**src/rtl/rf_pkg.sv**
```systemverilog
// Shared constants, write-bus payload and the forwarding function for the
// multi-port register file.
package rf_pkg;

  localparam int unsigned RF_DATA_W     = 16;
  localparam int unsigned RF_ADDR_W     = 3;

  // Ceilings for the shared write bus; narrower instances zero-extend into it.
  localparam int unsigned RF_MAX_DATA_W = 64;
  localparam int unsigned RF_MAX_ADDR_W = 8;
  localparam int unsigned RF_MAX_WR     = 2;

  typedef logic [RF_MAX_DATA_W-1:0] rf_data_t;
  typedef logic [RF_MAX_ADDR_W-1:0] rf_addr_t;

  typedef struct packed {
    logic     [RF_MAX_WR-1:0] en;
    rf_addr_t [RF_MAX_WR-1:0] sel;
    rf_data_t [RF_MAX_WR-1:0] data;
  } rf_wr_bus_t;

  // Post-write value of one entry; higher-numbered ports win a collision.
  function automatic rf_data_t next_entry(input rf_data_t   cur,
                                          input rf_addr_t   addr,
                                          input rf_wr_bus_t wr);
    rf_data_t val;
    val = cur;
    for (int unsigned k = 0; k < RF_MAX_WR; k++) begin
      if (wr.en[k] && (wr.sel[k] == addr)) begin
        val = wr.data[k];
      end
    end
    return val;
  endfunction

endpackage

```
**src/rtl/rf_multiport_if.sv**
```systemverilog
// Write-back and decode-read bundle of the register file.
interface rf_multiport_if import rf_pkg::*; #(
  parameter int unsigned DATA_WIDTH = RF_DATA_W,
  parameter int unsigned ADDR_WIDTH = RF_ADDR_W,
  parameter int unsigned NUM_RD     = 2,
  parameter int unsigned NUM_WR     = 1
);

  logic [NUM_WR-1:0]            wr_en;
  logic [NUM_WR*ADDR_WIDTH-1:0] wr_sel;
  logic [NUM_WR*DATA_WIDTH-1:0] wr_port;
  logic [NUM_RD*ADDR_WIDTH-1:0] rd_sel;
  logic                         rd_stall;
  logic [NUM_RD*DATA_WIDTH-1:0] rd_port;

  modport master (
    output wr_en, wr_sel, wr_port, rd_sel, rd_stall,
    input  rd_port
  );

  modport slave (
    input  wr_en, wr_sel, wr_port, rd_sel, rd_stall,
    output rd_port
  );

endinterface

```
**src/rtl/rf_rd_port.sv**
```systemverilog
// One read port: held address, effective-address mux, zero mask and the
// registered read data with same-edge write forwarding.
module rf_rd_port import rf_pkg::*; #(
  parameter int unsigned DATA_WIDTH = RF_DATA_W,
  parameter int unsigned ADDR_WIDTH = RF_ADDR_W,
  parameter int unsigned ZERO_REG   = 0
) (
  input  logic                  clk,
  input  logic                  reset,
  input  logic [ADDR_WIDTH-1:0] sel,
  input  logic                  stall,
  input  logic [DATA_WIDTH-1:0] mem [2**ADDR_WIDTH],
  input  rf_wr_bus_t            wr,
  output logic [DATA_WIDTH-1:0] data
);

  logic [ADDR_WIDTH-1:0] sel_q;
  logic [ADDR_WIDTH-1:0] a_eff;
  logic [DATA_WIDTH-1:0] data_nxt;

  assign a_eff = stall ? sel_q : sel;

  // Read the post-write value so a write on this edge is seen immediately.
  always_comb begin
    data_nxt = DATA_WIDTH'(next_entry(RF_MAX_DATA_W'(mem[a_eff]),
                                      RF_MAX_ADDR_W'(a_eff), wr));
    if ((ZERO_REG != 0) && (a_eff == '0)) begin
      data_nxt = '0;
    end
  end

  always_ff @(posedge clk or posedge reset) begin
    if (reset) begin
      sel_q <= '0;
      data  <= '0;
    end else begin
      if (!stall) begin
        sel_q <= sel;
      end
      data <= data_nxt;
    end
  end

endmodule

```
**src/rtl/rf_multiport.sv**
```systemverilog
// Parametrised multi-port register file: flop storage, write decode with
// collision priority, and one forwarding read port per decode operand.
module rf_multiport import rf_pkg::*; #(
  parameter int unsigned DATA_WIDTH = RF_DATA_W,
  parameter int unsigned ADDR_WIDTH = RF_ADDR_W,
  parameter int unsigned NUM_RD     = 2,
  parameter int unsigned NUM_WR     = 1,
  parameter int unsigned ZERO_REG   = 0
) (
  input  logic           clk,
  input  logic           reset,
  rf_multiport_if.slave  bus
);

  localparam int unsigned DEPTH = 2**ADDR_WIDTH;

  logic [DATA_WIDTH-1:0]            mem [DEPTH];
  logic [RF_MAX_WR-1:0]             wr_en_x;
  rf_addr_t [RF_MAX_WR-1:0]         wr_sel_x;
  rf_data_t [RF_MAX_WR-1:0]         wr_data_x;
  rf_wr_bus_t                       wr;
  logic [NUM_RD-1:0][DATA_WIDTH-1:0] rd_data;

  // Widen the active write ports onto the shared bus; absent ports stay idle.
  for (genvar k = 0; k < RF_MAX_WR; k++) begin : g_wr
    if (k < NUM_WR) begin : g_used
      assign wr_en_x[k]   = bus.wr_en[k];
      assign wr_sel_x[k]  = RF_MAX_ADDR_W'(bus.wr_sel[k*ADDR_WIDTH +: ADDR_WIDTH]);
      assign wr_data_x[k] = RF_MAX_DATA_W'(bus.wr_port[k*DATA_WIDTH +: DATA_WIDTH]);
    end else begin : g_idle
      assign wr_en_x[k]   = 1'b0;
      assign wr_sel_x[k]  = '0;
      assign wr_data_x[k] = '0;
    end
  end

  assign wr = '{en: wr_en_x, sel: wr_sel_x, data: wr_data_x};

  // Entry 0 is never written when it is the hardwired zero register.
  always_ff @(posedge clk or posedge reset) begin
    if (reset) begin
      for (int unsigned i = 0; i < DEPTH; i++) begin
        mem[i] <= '0;
      end
    end else begin
      for (int unsigned i = 0; i < DEPTH; i++) begin
        if ((ZERO_REG == 0) || (i != 0)) begin
          mem[i] <= DATA_WIDTH'(next_entry(RF_MAX_DATA_W'(mem[i]),
                                           RF_MAX_ADDR_W'(i), wr));
        end
      end
    end
  end

  for (genvar j = 0; j < NUM_RD; j++) begin : g_rd
    rf_rd_port #(
      .DATA_WIDTH (DATA_WIDTH),
      .ADDR_WIDTH (ADDR_WIDTH),
      .ZERO_REG   (ZERO_REG)
    ) u_rd_port (
      .clk   (clk),
      .reset (reset),
      .sel   (bus.rd_sel[j*ADDR_WIDTH +: ADDR_WIDTH]),
      .stall (bus.rd_stall),
      .mem   (mem),
      .wr    (wr),
      .data  (rd_data[j])
    );
  end

  assign bus.rd_port = rd_data;

endmodule

```
**src/flat_wrapper.sv**
```systemverilog
// flat-port wrapper written by rule: the top's interface ports become plain ports
module rf_multiport_flat import rf_pkg::*;
#(
  parameter int unsigned DATA_WIDTH = RF_DATA_W,
  parameter int unsigned ADDR_WIDTH = RF_ADDR_W,
  parameter int unsigned NUM_RD     = 2,
  parameter int unsigned NUM_WR     = 1,
  parameter int unsigned ZERO_REG   = 0
)
  (clk, reset, bus_wr_en, bus_wr_sel, bus_wr_port, bus_rd_sel, bus_rd_stall, bus_rd_port);
  rf_multiport_if #(.DATA_WIDTH(DATA_WIDTH), .ADDR_WIDTH(ADDR_WIDTH), .NUM_RD(NUM_RD), .NUM_WR(NUM_WR)) bus_i ();
  input  logic clk;
  input  logic reset;
  input wire logic [$bits(bus_i.wr_en)-1:0] bus_wr_en;
  input wire logic [$bits(bus_i.wr_sel)-1:0] bus_wr_sel;
  input wire logic [$bits(bus_i.wr_port)-1:0] bus_wr_port;
  input wire logic [$bits(bus_i.rd_sel)-1:0] bus_rd_sel;
  input wire logic [$bits(bus_i.rd_stall)-1:0] bus_rd_stall;
  output wire logic [$bits(bus_i.rd_port)-1:0] bus_rd_port;
  assign bus_i.wr_en = bus_wr_en;
  assign bus_i.wr_sel = bus_wr_sel;
  assign bus_i.wr_port = bus_wr_port;
  assign bus_i.rd_sel = bus_rd_sel;
  assign bus_i.rd_stall = bus_rd_stall;
  assign bus_rd_port = bus_i.rd_port;
  rf_multiport #(.DATA_WIDTH(DATA_WIDTH), .ADDR_WIDTH(ADDR_WIDTH), .NUM_RD(NUM_RD), .NUM_WR(NUM_WR), .ZERO_REG(ZERO_REG)) u_core (.clk(clk), .reset(reset), .bus(bus_i));
endmodule
```
**config.mk**
```make
export PLATFORM = sky130hd
export DESIGN_NAME = rf_multiport_flat
export DESIGN_NICKNAME = d
export VERILOG_FILES = /design/src/rtl/rf_pkg.sv /design/src/rtl/rf_multiport_if.sv /design/src/rtl/rf_rd_port.sv /design/src/rtl/rf_multiport.sv /design/src/flat_wrapper.sv
export SDC_FILE = /design/constraint.sdc
export NUM_CORES = 1
export LEC_CHECK = 0
export CORE_MARGIN = 3
export CORE_UTILIZATION = 45
export DETAILED_ROUTE_END_ITERATION = 8
export GPL_ROUTABILITY_DRIVEN = 1
export PLACE_DENSITY = 0.67
export SETUP_SLACK_MARGIN = 0.3
export SLEW_MARGIN = 30
export SYNTH_ARGS = -nofsm -noshare
export SYNTH_HDL_FRONTEND = slang
export SYNTH_SLANG_ARGS = --single-unit
```
**constraint.sdc**
```tcl
create_clock -name clk -period 7.3 [get_ports clk]
set_clock_uncertainty 0.15 [all_clocks]
set_input_delay 1.095 -clock clk [delete_from_list [all_inputs] [get_ports clk]]
set_output_delay 1.095 -clock clk [all_outputs]
set_load 0.05 [all_outputs]
```
# Yosys cells after proc, flatten, opt, wreduce, memory -nomap -nowiden
# Cells that the tools add are included.
# W data, S select, Z words.
[totals] register_bits=166 in_bits=29 output_inout_bits=32
[classes] order_cmp=2 eq_ne=9 n_mux=10 n_bitwise=2 n_reduce_logical=11
[ops] op="$bmux W16 S3" n=2
[ops] op="$mux W16" n=6
[ops] op="$eq A3 B3 Y1 const B" n=4
[ops] op="$logic_and A1 B1 Y1" n=10
[ops] op="$ge A4 B4 Y1 const B" n=2
[ops] op="$logic_not A8 Y1" n=1
[ops] op="$not A3 Y4" n=2
[ops] op="$eq A3 B2 Y1 const B" n=2
[ops] op="$eq A3 B3 Y1" n=2
[ops] op="$mux W3" n=2
[ops] op="$eq A3 B1 Y1 const B" n=1

# Logic depth before layout (Yosys ltp)
# Gate-level depths: netlist of run 1.
[depth] ltp_word=6 depth_mapped=9

# Cells and area by module
# Synthesis of run 1 repeated with hierarchy kept, for this count alone.
[unflattened] cells_unflattened=1159 area_unflattened_um2=10730.3
[by_module_without_submodules] module="rf_rd_port" instances=2 cells_per_inst=439 area_each_um2=2904.0 seq_area_each_um2=475.5
[by_module_without_submodules] module="rf_multiport" instances=1 cells_per_inst=281 area_each_um2=4922.2 seq_area_each_um2=3203.1

# Least setup slack after synthesis of run 1
# Ideal clock, no wire load.
[synth_path] path_type="in2reg" from="input port bus_wr_sel[2]" to="register u_core.mem[80] (netlist bit)" setup_time_ns=0.125 t_arrival_ns=2.413 path_slack_ns=4.612 path_stages=5 n_path_buf=2 path_cell_list="buf_2 > nand2b_1 > nor3b_2 > buf_4 > mux2_2"
[synth_via] elab_chain_cells=2
[synth_lines] item="start: declaration" line_no="flat_wrapper.sv:15" rtl="input wire logic [$bits(bus_i.wr_sel)-1:0] bus_wr_sel;"
[synth_lines] item="$eq A3 B2 Y1" line_no="rf_pkg.sv:29" rtl="if (wr.en[k] && (wr.sel[k] == addr)) begin"
[synth_lines] item="$logic_and A1 B1 Y1" line_no="rf_pkg.sv:29"
[synth_lines] item="end signal: indexed assignment" line_no="rf_multiport.sv:48" rtl="mem[i] <= DATA_WIDTH'(next_entry(RF_MAX_DATA_W'(mem[i]),"
[synth_lines] item="end: declaration" line_no="rf_multiport.sv:17" rtl="logic [DATA_WIDTH-1:0] mem [DEPTH];"
# No other way between the ends.
# A chain may end at the register's enable or synchronous reset.

# Final worst setup path of run 1
[layout_path] from="input port bus_rd_stall" to="register u_core.g_rd[1].u_rd_port.data[13]"
[layout_via] elab_chain_cells=6 word_cells_on_any_way=8 cone_classes="eq/ne: 1; mux: 5; bitwise: 1; reduce/logical: 1"
[layout_lines] item="start: declaration" line_no="flat_wrapper.sv:18" rtl="input wire logic [$bits(bus_i.rd_stall)-1:0] bus_rd_stall;"
[layout_lines] item="$mux W3 (*)" line_no="rf_rd_port.sv:21" rtl="assign a_eff = stall ? sel_q : sel;"
[layout_lines] item="$not A3 Y4 (implied by the code)" line_no="rf_rd_port.sv:25" rtl="data_nxt = DATA_WIDTH'(next_entry(RF_MAX_DATA_W'(mem[a_eff]),"
[layout_lines] item="$bmux W16 S3" line_no="rf_rd_port.sv:25"
[layout_lines] item="$mux W16 (implied by the code) (2 in a row)" line_no="rf_rd_port.sv:25"
[layout_lines] item="$mux W16 (*)" line_no="rf_pkg.sv:29"
[layout_lines] item="via u_core.g_rd[1].u_rd_port.data_nxt[13]" line_no="rf_rd_port.sv:19" rtl="logic [DATA_WIDTH-1:0] data_nxt;"
[layout_lines] item="end signal: assignment" line_no="rf_rd_port.sv:40" rtl="data <= data_nxt;"
[layout_lines] item="end: declaration" line_no="rf_rd_port.sv:14" rtl="output logic [DATA_WIDTH-1:0] data"
# The timed path passes the listed nets; every way through them passes the cells marked *. The select of a mux whose other input is x is not followed.

==> results of run 1 <==
-- area by class of cell --
type	instances	area, sq um
clock buffer	22	474
clock inverter	10	95.1
fill	1814	9280
inverter	13	55.1
multi-input combinational	647	4510
sequential	166	4150
tap	265	332
timing repair buffer	79	751
-- worst paths after layout --
kind | endpoint | cells past startpoint
max in group asynchronous | u_core.mem[5] | 3
min reg2reg | u_core.mem[79] | 1
min | u_core.mem[79] | 1
max reg2reg | u_core.g_rd[0].u_rd_port.data[15] | 8
min in group asynchronous | u_core.mem[77] | 2
max | u_core.g_rd[1].u_rd_port.data[13] | 9
-- power groups by stage --
stage | sequential, uW | combinational (uW) | clock [uW]
after global placement | 1300 | 910 | 0
after floorplan | 1430 | 523 | 0
final | 1290 | 935 | 879
after CTS | 1290 | 930 | 893
after detailed placement | 1300 | 926 | 0
after global routing | 1320 | 1000 | 930
-- flip-flops by register name (all words and copies together), names as in the netlist --
register / count
u_core.mem: 128
u_core.g_rd.u_rd_port.sel_q: 6
u_core.g_rd.u_rd_port.data: 32
-- kinds of logic after synthesis --
| family | Yosys count | share of synthesized area (%) |
|---|---|---|
| AO/OA/AOI/OAI | 231 | 16.1 |
| AND/OR/NAND/NOR | 222 | 10.0 |
| multiplexers | 188 | 22.7 |
| flip-flops | 166 | 45.6 |
| buffers and inverters | 90 | 4.97 |
| XOR/XNOR | 6 | 0.577 |
-- metrics by stage --
stage          area (sq um)  total power, uW  cells
4_1_cts               10400             3110   1202
2_1_floorplan          9110             1950    903
3_5_place_dp           9800             2230   1170
5_1_grt               10400             3250   1202
6_report              10400             3110   1202
3_3_place_gp           9770             2210   1168
-- worst max-delay path, stage by stage --
cell and delay (ns):
clkdlybuf4s50_1 1.07, mux2i_4 0.33, buf_4 0.53, inv_2 0.56
xnor2_1 0.31, nand4_1 0.47, buf_4 0.42, nor2_1 0.12
a21oi_1 0.06
-- cell usage in the layout (no fill, tap or decap), types with 2 or more instances in the layout --
master           synthesis  final
nand4b_1                 3      3
buf_4                    4     17
o21ai_0                 46     46
mux2i_4                  2      2
clkinv_4                 0      2
a21oi_1                 66     66
buf_6                    7      2
o211ai_1                 2      2
a31oi_1                 18     18
xnor2_1                  4      4
inv_1                   11     10
nand2b_1                 4      4
nor2_1                 178    178
clkbuf_1                25      2
mux2_2                 126    126
nand2_2                  2      2
nor2b_1                  2      2
inv_6                    0      3
o21a_1                   2      2
clkdlybuf4s50_1          0     60
nand2_1                 21     21
o221ai_1                29     29
nor3_2                   2      2
clkbuf_8                 0      3
nor3_1                   3      3
xor2_1                   2      2
mux2i_1                 60     60
or2_2                    2      2
clkinvlp_4               0      2
nand4_1                  3      3
o22a_1                  26     26
dfrtp_1                166    166
clkinv_2                 0      4
nor3b_2                  2      2
clkbuf_16                0     17
o22ai_1                 33     33
a211o_1                  3      3
-- layer usage --
| metal | vias up | wire [um] | part of all wire (%) | GRT usage, % |
|---|---|---|---|---|
| met5 | - | 0 | 0 | 0 |
| met4 | 0 | 623 | 2.3 | 7.44 |
| met3 | 50 | 2380 | 8.9 | 6.83 |
| met2 | 369 | 12100 | 45 | 38.1 |
| met1 | 3619 | 11600 | 44 | 34.0 |
| li1 | 3294 | - | - | - |
==> qor.csv, run 1 <==
metric,value,unit
worst_setup_path_end_kind,flop,
p_sw,1080,uW
maxCapViolCount,0,
min_from,u_core.mem[79],
synth.most_common_cell,nor2_1,
die_y,148,um
required,7.45,ns
drt_pass1_iterations,5,
yosysWarnings,0,
worstMarginPinSlew,0.980,ns
design.portCount,61,
finish.utilization,52.8,%
min_period,4.84,ns
worstSetupStartpointType,input pin,
holdWs,0.364,ns
grt.overflow.total,0,
synthCells,903,
fp.coreArea,19700,sq um
place_congestion,0.828,
synth.avg_cell_area,10.1,sq um
drt-initial-drc-count,705,
worstSetupStartpoint,bus_rd_stall,
synth_commonest_cells,"nor2_1 (178), dfrtp_1 (166), mux2_2 (126), a21oi_1 (66), mux2i_1 (60)",
finalNetCount,953,
grt_max_degree,92,
power_density,299,nW/um^2
p_seq_share,41.6,%
synthFlopType,dfrtp_1,
synth_area_leaders,"dfrtp_1 (46%), mux2_2 (16%), nor2_1 (7.3%)",
portBuffers,60,
r2r-start,u_core.g_rd[0].u_rd_port.sel_q[0],
via_per_inst,6.10,
start_util,46.3,%
ctsResizeCount,0,
routed_wl,26.7,mm
grt_pass1_wl,41.5,mm
r2r_slack,3.59,ns
place_ws,2.12,ns
cts_buffer_depth,2,
syn_nets,932,
finalHoldViolations,0,
final-setup-viol-count,0,
synth_top_cell_by_area,dfrtp_1,
synth_cell_types,41,
slew_viol_final,0,
dieWidth,148,um
drive_gt1_share,20.2,%
clkTransAtPathRegs,0.06,ns
synth_edf_count,0,
cts_buffers,17,
vdd_drop_max,0.217,mV
p_leak,0.00438,uW
status,finished clean,
ctsHoldBuffers,0,
dp_hpwl,15.3,mm
num_vias,7332,
p_clk_share,28.3,%
fmax,207,MHz
rsz0062_at_grt,false,
crit_type,in2reg,
antennaDiodeCount,0,
ant_nets,0,
grt_usage,24.6,%
post_drt_wl_per_cell,22.3,um
row_count,51,
internal_power,2020,uW
root_buffer,clkbuf_16,
switching_share,34.9,%
antenna_found_initial,0,
crit_arrival,4.99,ns
netlist_area,9110,sq um
worstSkewPairLatency,0.43,ns
grt_pass1_vias,7164,
setup_tns,0,ns
clock-sinks,166,
fin_ws,2.46,ns
yosysTopAreaCellShare,45.6,%
synthToLayoutAreaGrowth,13.9,%
htree_levels,4,
ys_ff_latch,166,
combPwrFrac,30.1,%
worst-path-max-fanout,38,
tritoncts,done,
synthArstFlopShare,100,%
period_share,66.3,%
post_cts_buffers,0,
drc,0,
dieArea,22000,sq um
synth-seq-area-share,45.6,%
hold_path.class,reg2reg,
relSlewSlack,32.8,%
Note: power is estimated with default switching activity, not from simulation.
==> inputs of run 2 (changes only) <==
PLACE_DENSITY = 0.69   (was 0.67)
clock period = 3.9 ns   (was 7.3 ns; I/O delays follow)
==> qor.csv, run 2 (synthesis gave the netlist of run 1 again) <==
metric,value,unit,change
num_vias,7346,,+0.19%
worst_setup_path_end_kind,flop,,
power_density,551,nW/um^2,+84%
top_register,u_core.mem,,
dieWidth,148,um,unchanged
worstSetupStartpoint,bus_rd_stall,,
cts_buffers,17,,unchanged
p_seq_share,41.8,%,+0.2 points
rsz0062_at_grt,false,,
ctsResizeCount,0,,unchanged
drt_pass1_iterations,5,,unchanged
worstMarginPinSlew,0.911,ns,-0.0696 ns
p_leak,0.00444,uW,+1.3%
required,4.09,ns,-3.36 ns
grt_pass1_vias,7445,,+3.9%
final_common_cell,nor2_1,,
switching_share,35.3,%,+0.42 points
clock-sinks,166,,unchanged
root_buffer,clkbuf_16,,
hold_path.class,reg2reg,,
grt_pass1_wl,42.0,mm,+1.3%
drt-initial-drc-count,868,,+23%
relSlewSlack,39.3,%,+6.5 points
setup_tns,0,ns,unchanged
routed_wl,26.6,mm,-0.70%
finalNetCount,969,,+1.7%
drc,0,,unchanged
design.portCount,61,,unchanged
die_y,148,um,unchanged
crit_arrival,3.27,ns,-1.72 ns
status,finished clean,,
post_cts_buffers,0,,unchanged
worstSetupStartpointType,input pin,,
slew_viol_final,0,,unchanged
fp.coreArea,19700,sq um,unchanged
r2r_slack,1.26,ns,-2.33 ns
r2r_end,u_core.g_rd[0].u_rd_port.data[3],,
crit_end,u_core.g_rd[0].u_rd_port.data[3],,
maxCapViolCount,0,,unchanged
via_per_inst,6.03,,-1.2%
dieArea,22000,sq um,unchanged
portBuffers,60,,unchanged
tritoncts,done,,
clkTransAtPathRegs,0.07,ns,about the same
worstSkewPairLatency,0.43,ns,about the same
finalPower,5780,uW,+86%
grt_max_degree,136,,+48%
row_count,51,,unchanged
worstRegToRegCells,6,,-2
post_drt_wl_per_cell,21.8,um,-2.1%
ant_nets,0,,unchanged
grt.overflow.total,0,,unchanged
r2r-start,u_core.g_rd[0].u_rd_port.sel_q[0],,
grt_usage,24.8,%,+0.19 points
min_period,3.08,ns,
internal_power,3740,uW,+85%
drive_gt1_share,21.7,%,+1.6 points
fill_cells,1788,,-1.4%
vdd_drop_max,0.291,mV,+34%
start_util,46.3,%,unchanged
worst-path-max-fanout,38,,unchanged
crit_type,in2reg,,
cts_buffer_depth,2,,unchanged
antenna_found_initial,2,,+2
dp_hpwl,16.6,mm,+8.5%
ctsHoldBuffers,0,,unchanged
place_congestion,0.877,,+5.8%
period_share,79.0,%,
p_sw,2040,uW,+88%
combPwrFrac,30.7,%,+0.6 points
min_from,u_core.mem[79],,
p_clk_share,27.5,%,-0.8 points
final-setup-viol-count,0,,unchanged
finalHoldViolations,0,,unchanged
top_regs,"u_core.mem (128), u_core.g_rd.u_rd_port.data (32), u_core.g_rd.u_rd_port.sel_q (6)",,
synthToLayoutAreaGrowth,15.2,%,
largest_reg_flops,128,,unchanged
final_cell_mix,"nor2_1 (178), dfrtp_1 (166), mux2_2 (126)",,
htree_levels,4,,unchanged
fmax,325,MHz,
==> run 2: changes by cell type in the layout (fill, tap and decap cells not counted), moves of 2 or more <==
cell        change
inv_6           +2
clkbuf_1        -2
buf_6           -2
buf_4          +16
clkinvlp_4      +4
clkinv_4        -2
buf_12          +2
==> run 2: cell type report <==
type                            instances  area (sq um)  area share, %
Multi-Input combinational cell        647          4500           42.9
Tap cell                              265           332           3.16
Clock inverter                         12          91.3          0.871
Inverter                               13          53.8          0.513
Timing Repair Buffer                   95           888           8.47
Antenna cell                            1          2.50         0.0239
Sequential cell                       166          4150           39.6
Clock buffer                           20           467           4.45
==> run 2: worst min path at each step <==
stage                      end  slack [ns]  cells past startpoint
2_1_floorplan   u_core.mem[78]        0.32                      2
3_3_place_gp    u_core.mem[79]        0.34                      1
3_5_place_dp    u_core.mem[61]        0.36                      1
4_1_cts        u_core.mem[111]        0.37                      1
5_1_grt         u_core.mem[79]        0.39                      1
6_report        u_core.mem[79]        0.37                      1
==> run 2: worst max-delay path, stage by stage <==
cell             delay (ns)
clkdlybuf4s50_1        0.57
mux2i_4                0.28
clkinv_2               0.67
xnor2_1                0.43
nand4_1                0.21
buf_4                  0.27
a21oi_1                0.22
==> run 2: power groups by stage <==
| stage | clock, uW | sequential (uW) | combinational (uW) |
|---|---|---|---|
| after floorplan | 0 | 2680 | 978 |
| after global placement | 0 | 2430 | 1720 |
| after detailed placement | 0 | 2430 | 1760 |
| after CTS | 1610 | 2410 | 1760 |
| after global routing | 1700 | 2480 | 1910 |
| final | 1590 | 2420 | 1770 |
==> run 2: routing by layer <==
metal  GRT usage, %  up-vias  wire (um)
li1               -     3334          -
met4           8.91        2        727
met3           5.45       63       2260
met1           33.9     3605      11200
met5              0        -         20
met2           39.2      342      12300
==> run 2: per-stage QoR <==
step / hold slack (ns) / area (sq um) / std cells / setup slack, ns / utilization, %
after floorplan: 0.321 / 9110 / 903 / 1.05 / -
after global placement: 0.344 / 9930 / 1186 / 0.666 / 50.5
after detailed placement: 0.359 / 9930 / 1186 / 0.573 / 50.5
after CTS: 0.372 / 10500 / 1218 / 1.02 / 53.4
after global routing: 0.391 / 10500 / 1218 / 0.654 / 53.4
final: 0.372 / 10500 / 1219 / 0.820 / 53.4
==> inputs of run 3 (changes only) <==
clock period = 2.6 ns   (was 3.9 ns; I/O delays follow)
==> qor.csv, run 3 (synthesis gave the netlist of run 1 again) <==
metric,value,unit,change
status,finished clean,,
maxCapViolCount,0,,unchanged
dp_hpwl,18.7,mm,+13%
die_y,148,um,unchanged
met1_usage,35.9,%,+2.0 points
met2_usage,39.6,%,+0.46 points
row_count,51,,unchanged
drc,0,,unchanged
grt_pass1_wl,43.6,mm,+3.8%
worst-path-max-fanout,21,,-45%
clock-sinks,166,,unchanged
top_regs,"u_core.mem (128), u_core.g_rd.u_rd_port.data (32), u_core.g_rd.u_rd_port.sel_q (6)",,
place_congestion,0.902,,+3.0%
grt_usage,25.9,%,+1.0 points
top_register,u_core.mem,,
worstSetupStartpointType,input pin,,
dieWidth,148,um,unchanged
start_util,46.3,%,unchanged
grt_max_degree,63,,-54%
final_common_cell,nor2_1,,
dieArea,22000,sq um,unchanged
place_inst,1241,,+4.6%
routed_wl,28.1,mm,+5.9%
clkTransAtPathRegs,0.06,ns,about the same
post_drt_wl_per_cell,22.1,um,+1.4%
ant_nets,0,,unchanged
drt_pass1_iterations,7,,+2
fmax,450,MHz,
drt-initial-drc-count,964,,+11%
num_vias,7722,,+5.1%
worstMarginPinSlew,0.513,ns,-0.398 ns
slew_viol_final,0,,unchanged
fill_cells,1731,,-3.2%
hold_path.class,in2async,,
fp.coreArea,19700,sq um,unchanged
crit_type,in2reg,,
vdd_drop_max,0.437,mV,+50%
tritoncts,done,,
crit_arrival,2.41,ns,-0.86 ns
grt_pass1_vias,7667,,+3.0%
seqCellArea,4150,sq um,unchanged
synthToLayoutAreaGrowth,22.6,%,
worst_setup_path_end_kind,flop,,
use_met3,6.58,%,+1.1 points
multiInputGateArea,4500,sq um,unchanged
finalHoldViolations,0,,unchanged
ctsHoldBuffers,0,,unchanged
htree_levels,4,,unchanged
antennaDiodeCount,0,,-1
design.portCount,61,,unchanged
required,2.78,ns,-1.31 ns
p_leak,0.00482,uW,+8.6%
root_buffer,clkbuf_16,,
relSlewSlack,65.7,%,+26 points
power_density,823,nW/um^2,+49%
finalNetCount,1024,,+5.7%
cts_buffers,17,,unchanged
grt_most_used_layer,met2,,
final_cell_mix,"nor2_1 (178), dfrtp_1 (166), mux2_2 (126)",,
grt.overflow.total,0,,unchanged
largest_reg_flops,128,,unchanged
rsz0062_at_grt,false,,
via_per_inst,6.07,,+0.66%
finish.utilization,56.8,%,+3.4 points
cts_buffer_depth,2,,unchanged
min_period,2.22,ns,
worstSkewPairLatency,0.43,ns,about the same
portBuffers,60,,unchanged
antenna_found_initial,1,,-1
final-setup-viol-count,0,,unchanged
drive_gt1_share,25.9,%,+4.2 points
final_cells,1273,,+4.4%
period_share,85.5,%,
[run 3: critical path, stage by stage]
cell	delay, ns
clkdlybuf4s50_1	0.45
buf_12	0.18
or2_2	0.37
o22a_1	0.32
buf_4	0.23
o22ai_1	0.17
a21oi_1	0.06
a21oi_1	0.22
[run 3: per-stage QoR]
step | TNS [ns] | hold WS [ns] | power, uW | setup WS (ns) | area (sq um)
final | 0 | 0.0727 | 9190 | 0.378 | 11200
after global routing | 0 | 0.0915 | 9590 | 0.306 | 11200
after CTS | 0 | 0.0679 | 9190 | 0.396 | 11200
after detailed placement | -0.0786 | 0.352 | 6460 | -0.0303 | 10500
after global placement | -0.0417 | 0.340 | 6410 | -0.0417 | 10500
after floorplan | -8.76 | 0.321 | 5480 | -0.0528 | 9110
[run 3: layout make-up]
cell class                 instances  area share, %
multi-input combinational        647           40.3
sequential                       166           37.2
timing repair buffer             150           13.3
clock buffer                      20           4.09
tap                              265           2.97
clock inverter                    12           1.57
inverter                          13          0.493
[run 3: metal layers]
metal | wire length, um | vias up
met3 | 2340 | 76
met2 | 12800 | 403
met5 | 13 | -
met1 | 12200 | 3798
met4 | 775 | 2
li1 | - | 3443
[run 3: final timing paths]
check	from	to	slack [ns]	depth (start not counted)
setup / recovery	bus_rd_stall	u_core.g_rd[1].u_rd_port.data[8]	0.38	8
hold / removal	reset	u_core.mem[91]	0.07	2
setup reg to reg	u_core.g_rd[1].u_rd_port.sel_q[1]	u_core.g_rd[1].u_rd_port.data[8]	0.59	6
hold reg to reg	u_core.mem[79]	u_core.mem[79]	0.37	1
max in group asynchronous	reset	u_core.mem[35]	1.65	3
min in group clk	u_core.mem[79]	u_core.mem[79]	0.37	1
[run 3: power by group]
| part | switching (uW) | leakage [uW] | total (uW) | internal, uW |
|---|---|---|---|---|
| Combinational | 1570 | 0.00250 | 2830 | 1260 |
| Sequential | 475 | 0.00201 | 3640 | 3170 |
| Clock | 1050 | 0.000314 | 2710 | 1660 |
| Total | 3100 | 0.00482 | 9190 | 6090 |
[run 3: timing repair]
action,CTS,global route
setup buffers,0,0
setup endpoints to repair,0,3
resized for setup,0,3
